--- config.mk ---
export PLATFORM = sky130hd
export DESIGN_NAME = mnist_image_loader_flat
export DESIGN_NICKNAME = d
export VERILOG_FILES = /design/src/rtl/mnist_pkg.sv /design/src/rtl/mnist_image_loader_if.sv /design/src/rtl/image_ram.sv /design/src/rtl/mnist_image_loader.sv /design/src/flat_wrapper.sv
export SDC_FILE = /design/constraint.sdc
export NUM_CORES = 2
export LEC_CHECK = 0
export ABC_AREA = 1
export CORE_ASPECT_RATIO = 0.7
export CORE_MARGIN = 2
export CORE_UTILIZATION = 40
export CTS_BUF_LIST = sky130_fd_sc_hd__clkbuf_8
export DETAILED_ROUTE_END_ITERATION = 6
export PLACE_DENSITY_LB_ADDON = 0.3
export SETUP_SLACK_MARGIN = 0.3
export SLEW_MARGIN = 20
export SYNTH_ARGS = -nofsm -noshare
export SYNTH_HDL_FRONTEND = slang
export SYNTH_HIERARCHICAL = 1
export SYNTH_SLANG_ARGS = --single-unit
--- constraint.sdc ---
create_clock -name clk -period 4 [get_ports clk]
set_input_delay 0.8 -clock clk [delete_from_list [all_inputs] [get_ports clk]]
set_output_delay 0.8 -clock clk [all_outputs]
set_load 0.01 [all_outputs]
--- src/rtl/mnist_pkg.sv ---
// Shared constants and loader state encoding for the MNIST inference slice.
// Layer code imports the same frame geometry from here.
package mnist_pkg;

    localparam int NUM_PIXELS = 784;
    localparam int ADDR_W     = 10;
    localparam int PIX_IN_W   = 8;
    localparam int PIX_Q_W    = 4;

    typedef enum logic [2:0] {
        IDLE,
        LOAD,
        START,
        BUSY,
        RESULT
    } loader_state_t;

endpackage

--- src/rtl/mnist_image_loader_if.sv ---
// Host-side bus of the image loader: the pixel stream into the loader and the
// result handshake back out. The host is master, the loader is slave.
interface mnist_image_loader_if;
    import mnist_pkg::*;

    logic [PIX_IN_W-1:0] s_pixel;
    logic                s_valid;
    logic                s_sof;
    logic                s_ready;
    logic [PIX_Q_W-1:0]  res_class;
    logic                res_valid;
    logic                res_ready;

    modport master (
        output s_pixel, s_valid, s_sof, res_ready,
        input  s_ready, res_class, res_valid
    );

    modport slave (
        input  s_pixel, s_valid, s_sof, res_ready,
        output s_ready, res_class, res_valid
    );

endinterface

--- src/rtl/image_ram.sv ---
// NUM_PIXELS x PIX_Q_W simple dual-port image buffer. One write port and one
// registered read port; a same-address read and write returns the old word.
module image_ram
    import mnist_pkg::*;
(
    input  logic               clk,
    input  logic               we,
    input  logic [ADDR_W-1:0]  waddr,
    input  logic [PIX_Q_W-1:0] wdata,
    input  logic [ADDR_W-1:0]  raddr,
    output logic [PIX_Q_W-1:0] rdata
);

    logic [PIX_Q_W-1:0] mem [0:NUM_PIXELS-1];

    // Write and read share one edge; the read samples mem before the update lands.
    always_ff @(posedge clk) begin
        if (we) begin
            mem[waddr] <= wdata;
        end
        rdata <= mem[raddr];
    end

endmodule

--- src/rtl/mnist_image_loader.sv ---
// Image loader: quantizes an 8-bit pixel stream into the image buffer, kicks
// the network once a full frame is stored and hands the predicted class back
// to the host. Build option PIXEL_ROUND_EN selects rounding instead of
// truncation in the quantizer; timing is identical either way.
//
// state  | meaning
// IDLE   | waiting for a start-of-frame beat
// LOAD   | storing pixels 1..NUM_PIXELS-1
// START  | one-cycle net_start pulse
// BUSY   | network running, waiting for net_done
// RESULT | res_valid held until the host takes the class
module mnist_image_loader
    import mnist_pkg::*;
(
    input  logic                 clk,
    input  logic                 rst,
    mnist_image_loader_if.slave  bus,
    input  logic [ADDR_W-1:0]    rd_addr,
    output logic [PIX_Q_W-1:0]   rd_data,
    output logic                 net_start,
    input  logic                 net_done,
    input  logic [PIX_Q_W-1:0]   net_class,
    output logic                 frame_err,
    output logic                 busy
);

    localparam logic [ADDR_W-1:0] LAST_ADDR = ADDR_W'(NUM_PIXELS - 1);

    function automatic logic [PIX_Q_W-1:0] quantize(input logic [PIX_IN_W-1:0] p);
`ifdef PIXEL_ROUND_EN
        logic [PIX_IN_W:0] sum;
        sum = {1'b0, p} + (PIX_IN_W + 1)'(8);
        if (sum[PIX_IN_W]) begin
            return '1;
        end
        return sum[PIX_IN_W-1 -: PIX_Q_W];
`else
        return p[PIX_IN_W-1 -: PIX_Q_W];
`endif
    endfunction

    loader_state_t      state, state_d;
    logic [ADDR_W-1:0]  cnt, cnt_d;
    logic               s_ready_q, s_ready_d;
    logic               res_valid_q, res_valid_d;
    logic [PIX_Q_W-1:0] res_class_q, res_class_d;
    logic               frame_err_q, frame_err_d;
    logic               beat;
    logic               ram_we;
    logic [ADDR_W-1:0]  ram_waddr;

    assign beat = bus.s_valid && s_ready_q;

    // State, frame counter and registered handshake outputs.
    always_ff @(posedge clk or posedge rst) begin
        if (rst) begin
            state       <= IDLE;
            cnt         <= '0;
            s_ready_q   <= 1'b0;
            res_valid_q <= 1'b0;
            res_class_q <= '0;
            frame_err_q <= 1'b0;
        end else begin
            state       <= state_d;
            cnt         <= cnt_d;
            s_ready_q   <= s_ready_d;
            res_valid_q <= res_valid_d;
            res_class_q <= res_class_d;
            frame_err_q <= frame_err_d;
        end
    end

    // Next-state, counter, RAM write and result decisions.
    always_comb begin
        state_d     = state;
        cnt_d       = cnt;
        res_valid_d = res_valid_q;
        res_class_d = res_class_q;
        frame_err_d = 1'b0;
        ram_we      = 1'b0;
        ram_waddr   = cnt;
        unique case (state)
            IDLE: begin
                if (beat) begin
                    if (bus.s_sof) begin
                        ram_we    = 1'b1;
                        ram_waddr = '0;
                        cnt_d     = ADDR_W'(1);
                        state_d   = LOAD;
                    end else begin
                        frame_err_d = 1'b1;
                    end
                end
            end
            LOAD: begin
                if (beat) begin
                    ram_we = 1'b1;
                    if (bus.s_sof) begin
                        // Restart: this beat becomes pixel 0 of a fresh frame.
                        ram_waddr   = '0;
                        cnt_d       = ADDR_W'(1);
                        frame_err_d = 1'b1;
                    end else if (cnt == LAST_ADDR) begin
                        cnt_d   = '0;
                        state_d = START;
                    end else begin
                        cnt_d = cnt + ADDR_W'(1);
                    end
                end
            end
            START: begin
                state_d = BUSY;
            end
            BUSY: begin
                if (net_done) begin
                    res_class_d = net_class;
                    res_valid_d = 1'b1;
                    state_d     = RESULT;
                end
            end
            RESULT: begin
                if (bus.res_ready) begin
                    res_valid_d = 1'b0;
                    state_d     = IDLE;
                end
            end
            default: begin
                state_d = IDLE;
            end
        endcase
        s_ready_d = (state_d == IDLE) || (state_d == LOAD);
    end

    assign bus.s_ready   = s_ready_q;
    assign bus.res_valid = res_valid_q;
    assign bus.res_class = res_class_q;
    assign frame_err     = frame_err_q;
    assign net_start     = (state == START);
    assign busy          = (state == START) || (state == BUSY) || (state == RESULT);

    image_ram u_image_ram (
        .clk   (clk),
        .we    (ram_we),
        .waddr (ram_waddr),
        .wdata (quantize(bus.s_pixel)),
        .raddr (rd_addr),
        .rdata (rd_data)
    );

endmodule

--- src/flat_wrapper.sv ---
// flat-port wrapper written by rule: the top's interface ports become plain ports
module mnist_image_loader_flat import mnist_pkg::*;
  (clk, rst, rd_addr, rd_data, net_start, net_done, net_class, frame_err, busy, bus_s_pixel, bus_s_valid, bus_s_sof, bus_res_ready, bus_s_ready, bus_res_class, bus_res_valid);
  mnist_image_loader_if bus_i ();
  input  logic clk;
  input  logic rst;
  input  logic [ADDR_W-1:0] rd_addr;
  output logic [PIX_Q_W-1:0] rd_data;
  output logic net_start;
  input  logic net_done;
  input  logic [PIX_Q_W-1:0] net_class;
  output logic frame_err;
  output logic busy;
  input wire logic [$bits(bus_i.s_pixel)-1:0] bus_s_pixel;
  input wire logic [$bits(bus_i.s_valid)-1:0] bus_s_valid;
  input wire logic [$bits(bus_i.s_sof)-1:0] bus_s_sof;
  input wire logic [$bits(bus_i.res_ready)-1:0] bus_res_ready;
  output wire logic [$bits(bus_i.s_ready)-1:0] bus_s_ready;
  output wire logic [$bits(bus_i.res_class)-1:0] bus_res_class;
  output wire logic [$bits(bus_i.res_valid)-1:0] bus_res_valid;
  assign bus_i.s_pixel = bus_s_pixel;
  assign bus_i.s_valid = bus_s_valid;
  assign bus_i.s_sof = bus_s_sof;
  assign bus_i.res_ready = bus_res_ready;
  assign bus_s_ready = bus_i.s_ready;
  assign bus_res_class = bus_i.res_class;
  assign bus_res_valid = bus_i.res_valid;
  mnist_image_loader u_core (.clk(clk), .rst(rst), .bus(bus_i), .rd_addr(rd_addr), .rd_data(rd_data), .net_start(net_start), .net_done(net_done), .net_class(net_class), .frame_err(frame_err), .busy(busy));
endmodule
# Word-level counts from Yosys, hierarchy flattened
# Memory sizes are Yosys's and may differ from the RTL's. A register that Yosys moved wholly into a read port is not among the register bits.
# Cells that the tools add are included.
# W data, S select, Z words.
[totals] regBits=20 ramBits=3136 input_bits=28 output_inout_bits=13 elab_cells=60 n_memories=1
[mem_list] name="u_core.u_image_ram.mem" depth=784 word_bits=4 rd=1 rd_clocked_by_memory_dff=1 wr=1 line_no="image_ram.sv:14" rtl="logic [PIX_Q_W-1:0] mem [0:NUM_PIXELS-1];"
[classes] n_addsub=1 n_eq_ne=11 mux=29 reduce_logical=12
[op_table] cell="$mux W10" count=8
[op_table] cell="$mux W3" count=7
[op_table] cell="$pmux W10 S2" count=1
[op_table] cell="$pmux W3 S5" count=1
[op_table] cell="$add A10 B1 Y10 const B" count=1
[op_table] cell="$eq A10 B10 Y1 const B" count=1
[op_table] cell="$mux W1" count=9
[op_table] cell="$eq A3 B1 Y1 const B" count=2
[op_table] cell="$eq A3 B2 Y1 const B" count=2
[op_table] cell="$logic_not A3 Y1" count=2
[op_table] cell="$ne A2 B2 Y1 const B" count=3
[op_table] cell="$pmux W1 S2" count=3
[op_table] cell="$ne A2 B1 Y1 const B" count=2
[op_table] cell="$reduce_and A4 Y1" count=1
[op_table] cell="$reduce_bool A2 Y1" count=2
[op_table] cell="$eq A3 B3 Y1 const B" count=1
[op_table] cell="$logic_or A1 B1 Y1" count=3
[op_table] cell="$reduce_and A3 Y1" count=1
[op_table] cell="$reduce_and A2 Y1" count=1
[op_table] cell="$reduce_or A2 Y1" count=1
[op_table] cell="$logic_and A1 B1 Y1" count=1

# Longest topological paths before layout
[depth] word_depth=7 mapped_depth=17 depth_no_buf=13

# Hierarchy
# Netlist, hierarchy kept.
[by_module_without_submodules] mod="image_ram" n_inst=1 cells_per_inst=11178 area_per_inst_um2=129700.6 seq_area_each_um2=94250.4
[by_module_without_submodules] mod="mnist_image_loader" n_inst=1 cells_per_inst=149 area_per_inst_um2=1149.9 seq_area_each_um2=500.5

# Worst setup path before layout
# Ideal clock, no wire load.
[synth_timing] path_kind="input to register" from="input bus_s_valid" to="memory u_core.u_image_ram.mem[410][0], enable pin" setup_time_ns=0.329 arrival_ns=2.457 required_ns=3.671 setup_slack_ns=1.214 stages=10 n_path_buf=1 cell_sequence="nand2_1 > nor2_1 > nand2_1 > clkinv_1 > nor2_1 > inv_1 > nor3_1 > nand3_1 > clkbuf_1 > nor2_1"
[synth_via] word_cells_on_any_way=8 classes_between="mux: 7; reduce/logical: 1"
[synth_rtl] item="from (decl)" line_no="flat_wrapper.sv:15" rtl="input wire logic [$bits(bus_i.s_valid)-1:0] bus_s_valid;"
[synth_rtl] item="$logic_and A1 B1 Y1" line_no="mnist_image_loader.sv:52" rtl="assign beat = bus.s_valid && s_ready_q;"
[synth_rtl] item="$mux W10" line_no="mnist_image_loader.sv:96" rtl="if (beat) begin"
[synth_rtl] item="$mux W10"
[synth_rtl] item="named net u_core.ram_waddr[8]" line_no="mnist_image_loader.sv:50" rtl="logic [ADDR_W-1:0] ram_waddr;"
[synth_rtl] item="to (decl)" line_no="image_ram.sv:14"
# The timed path passes the listed nets, and every way through them passes these cells.

# Worst setup path after layout
[layout_timing] from="register u_core.state[2]" to="memory u_core.u_image_ram.mem[306][2], enable pin"
[layout_via] word_cells_on_any_way=7 classes_between="eq/ne: 1; mux: 4; reduce/logical: 2"
[layout_rtl] item="from (decl)" line_no="mnist_image_loader.sv:42" rtl="loader_state_t state, state_d;"
[layout_rtl] item="from (signal assigned)" line_no="mnist_image_loader.sv:64" rtl="state <= state_d;"
[layout_rtl] item="$eq A3 B1 Y1 / $logic_not A3 Y1 (equally long branches)" line_no="mnist_image_loader.sv:82" rtl="unique case (state)"
[layout_rtl] item="$reduce_or A2 Y1 (no line) *"
[layout_rtl] item="$mux W10 *"
[layout_rtl] item="named net u_core.ram_waddr[5]" line_no="mnist_image_loader.sv:50"
# The timed path passes the listed nets; every way through them passes the cells marked *.

==> impl_metrics.tcl <==
set metrics [dict create \
    critical-path-max-stage-delay_ns 0.79 \
    cts_made_buffers 446 \
    antenna_left 0 \
    r2r_start "u_core/state[2]" \
    required_ns 4.70 \
    grt_max_degree 120 \
    io_pins 41 \
    core-area_um2 325000 \
    io_buffers 36 \
    critical-path-top-cell-by-count "nor2_1" \
    synth_xor_xnor_area_share_pct 0 \
    cts_setup_buffers 0 \
    max_freq_ghz 0.289 \
    antenna_found_initial 27 \
    tns_ns 0 \
    die_height_um 483 \
    totalWireLength_mm 379 \
    max_slew_margin_pct 30.6 \
    leakagePower_nw 50.7 \
    yosysWarnings 6 \
    insertion_delay_ns 1.08 \
    regArea_um2 94800 \
    r2r_slack_ns 0.53 \
    path_cells "nor2_4, nand2_1, clkinv_1, nor2_1, inv_1, nor2_1, buf_4, nand2_1, buf_12, nor2_1" \
    fillers 29200 \
    synth-seq-cells 3160 \
    clock_skew_ns 0.0764 \
    hp-class "in2async" \
    drv_cap 0 \
    finalHoldViolations 0 \
    cp_top_family "simple AND/OR/NAND/NOR gates" \
    synth_top_family_by_area "simple AND/OR/NAND/NOR gates" \
    period_needed_ns 3.47 \
    synth.net_count 11400 \
    grt_pass1_vias 85400 \
    drv_slew 0 \
    drt-pass1-iter-count 7 \
    crit_buf_inv 4 \
    drive_gt1_share_pct 9.18 \
    async_reset_ff_share_pct 0.633 \
    final_util_pct 44.9 \
    synthMuxAreaShare_pct 0.0344 \
    grt_pass1_wl_mm 554 \
    ys.flop_type "edfxtp_1" \
    synthesis.area_um2 131000 \
    outcome "complete, no violations" \
    yosysSeqAreaShare_pct 72.4 \
    synth_edf_count 3136 \
    track_usage_pct 22.3 \
    cp.arrival_ns 4.17 \
    reg2reg_to "u_core/u_image_ram/mem[306][2]" \
    critPathLaunchType "register" \
    cts-root-buf "clkbuf_8" \
    post-route-period-util_pct 86.6 \
    cts_sinks 3160 \
    initial_utilization_pct 40.2 \
    setup_ws_ns 0.535 \
    cts_tree "done" \
    multi_input_area_um2 31400 \
    ys_types 39 \
    die_w_um 688 \
    ctsResizeCount 0 \
    cts.reportedPaths.clkPinSlew_ns 0.06 \
    endpoint_kind "register" \
    dp_slack_ns -0.163 \
    syn_avg_cell_area_um2 11.6 \
    vdd_drop_max_uv 276 \
    wl_per_cell_um 23.5 \
    htree_levels 5 \
    fp.dieArea_um2 332000 \
    drtIter0Drc 13400 \
    gp_congestion 0.880 \
    vias 90000 \
    route.detailed.drc 0 \
    dp_hpwl_mm 223 \
    synth_simple_gate_area_share_pct 23.5 \
    cp_slowest_cell "nor2_1" \
    std_cell_rows 175 \
    synth_cells 11300 \
    syn2layout_area_growth_pct 11.7 \
    cts.path.max_buffers 4 \
    hold_buffers 0 \
    worstSetupPathType "reg2reg" \
    synth-compound-area-share_pct 0.365 \
    setup_violations 0 \
    critPathMaxFanout 32 \
    synthAdderAreaFrac_pct 0.00956 \
    via_per_inst 5.57 \
    p_per_area_nw_per_um2 441 \
    rsz0062_at_grt "false" \
    worstRegToRegCells 10 \
    overflow 0 \
    nNetsFinal 11500 \
    tightest_slew_ns 1.04 \
]
-- per-stage QoR --
stage	hold WS [ns]	instances	cell area [µm²]	power, mW
global route	0.237	16200	146000	66.5
CTS	0.131	16200	146000	64.8
floorplan	0.527	11300	131000	39.5
detailed placement	0.492	15400	138000	41.6
finish	0.176	16200	146000	64.4
global placement	0.472	15400	138000	41.5
-- cells in the mapped netlist (2+ instances only) --
cell type  count  share of area, %
nor2_4         2             0.017
buf_4         93              0.53
o21ai_0       47              0.18
nand2_1     3186               9.1
buf_8          3             0.034
o211ai_1       2             0.011
o22ai_1       13             0.062
o21ai_1        3             0.011
buf_6         69              0.59
dfxtp_1        4             0.061
nand4_1        2            0.0096
dfrtp_1       20              0.38
nor2_1       890               2.6
o221ai_1       5             0.033
nand3_1     3073                12
buf_2        337               1.3
buf_1         95              0.27
mux2_2         3             0.026
edfxtp_1    3136                72
inv_1         76              0.22
clkinv_1       5             0.014
nor3_1         9             0.034
clkbuf_1     235              0.67
a21oi_1        4             0.015
-- flip-flops by register name (all words and copies together), names as in the netlist --
| signal | cells |
|---|---|
| u_core/bus.res_valid | 1 |
| u_core/u_image_ram/rdata | 4 |
| u_core/bus.s_ready | 1 |
| u_core/frame_err | 1 |
| u_core/cnt | 10 |
| u_core/bus.res_class | 4 |
| u_core/u_image_ram/mem | 3136 |
| u_core/state | 3 |
-- layout make-up --
class	instances	share of cell area [%]
diodes	7	0.0120
clock buffers	457	4.31
clock inverters	352	1.17
inverters	84	0.253
multi-input cells	7251	21.5
flip-flops and latches	3160	64.9
well taps	4336	3.71
repair buffers	523	4.18
-- where the power goes --
part           switching [mW]  total, mW  internal, mW
Combinational            3.33       4.50          1.17
Sequential             0.0300       36.4          36.4
Clock                    12.3       23.5          11.2
-- worst max path at each step --
stage	end	startpoint	slack, ns	cells past startpoint
floorplan	u_core/u_image_ram/mem[410][0]	bus_s_valid	1.21	10
global placement	u_core/u_image_ram/mem[298][2]	bus_s_valid	-0.15	13
detailed placement	u_core/u_image_ram/mem[160][0]	bus_s_valid	-0.16	12
CTS	u_core/u_image_ram/mem[298][2]	u_core/state[2]	0.65	11
global route	u_core/u_image_ram/mem[160][3]	u_core/state[2]	0.49	10
finish	u_core/u_image_ram/mem[306][2]	u_core/state[2]	0.53	10
-- per-layer routing --
layer / share of wire [%] / vias up / GRT usage [%] / wire length (µm)
li1: - / 40300 / - / -
met1: 43 / 43900 / 33.1 / 162000
met2: 42 / 5225 / 32.6 / 161000
met3: 12 / 617 / 5.26 / 46000
met4: 2.6 / 8 / 6.42 / 9980
met5: 0.016 / - / 0 / 62
-- cell families after synthesis --
group,count (synthesis)
adder cells (fa/ha/maj),1
buffers and inverters,916
multiplexers,4
flip-flops,3160
AO/OA/AOI/OAI,80
AND/OR/NAND/NOR,7166
-- cell usage in the layout (no fill, tap or decap), drive strengths merged, types with 3 or more instances in the layout --
| cell | n |
|---|---|
| edfxtp | 3136 |
| bufinv | 9 |
| buf | 498 |
| inv | 236 |
| dfrtp | 20 |
| nor2 | 893 |
| o21ai | 51 |
| o22ai | 13 |
| nor3 | 9 |
| clkinv | 181 |
| nand3 | 3074 |
| diode | 7 |
| nand2 | 3188 |
| clkdlybuf4s50 | 25 |
| clkinvlp | 10 |
| mux2 | 4 |
| dfxtp | 4 |
| a21oi | 4 |
| o211ai | 3 |
| o221ai | 5 |
| clkbuf | 457 |
Note: power is estimated with default switching activity, not from simulation.
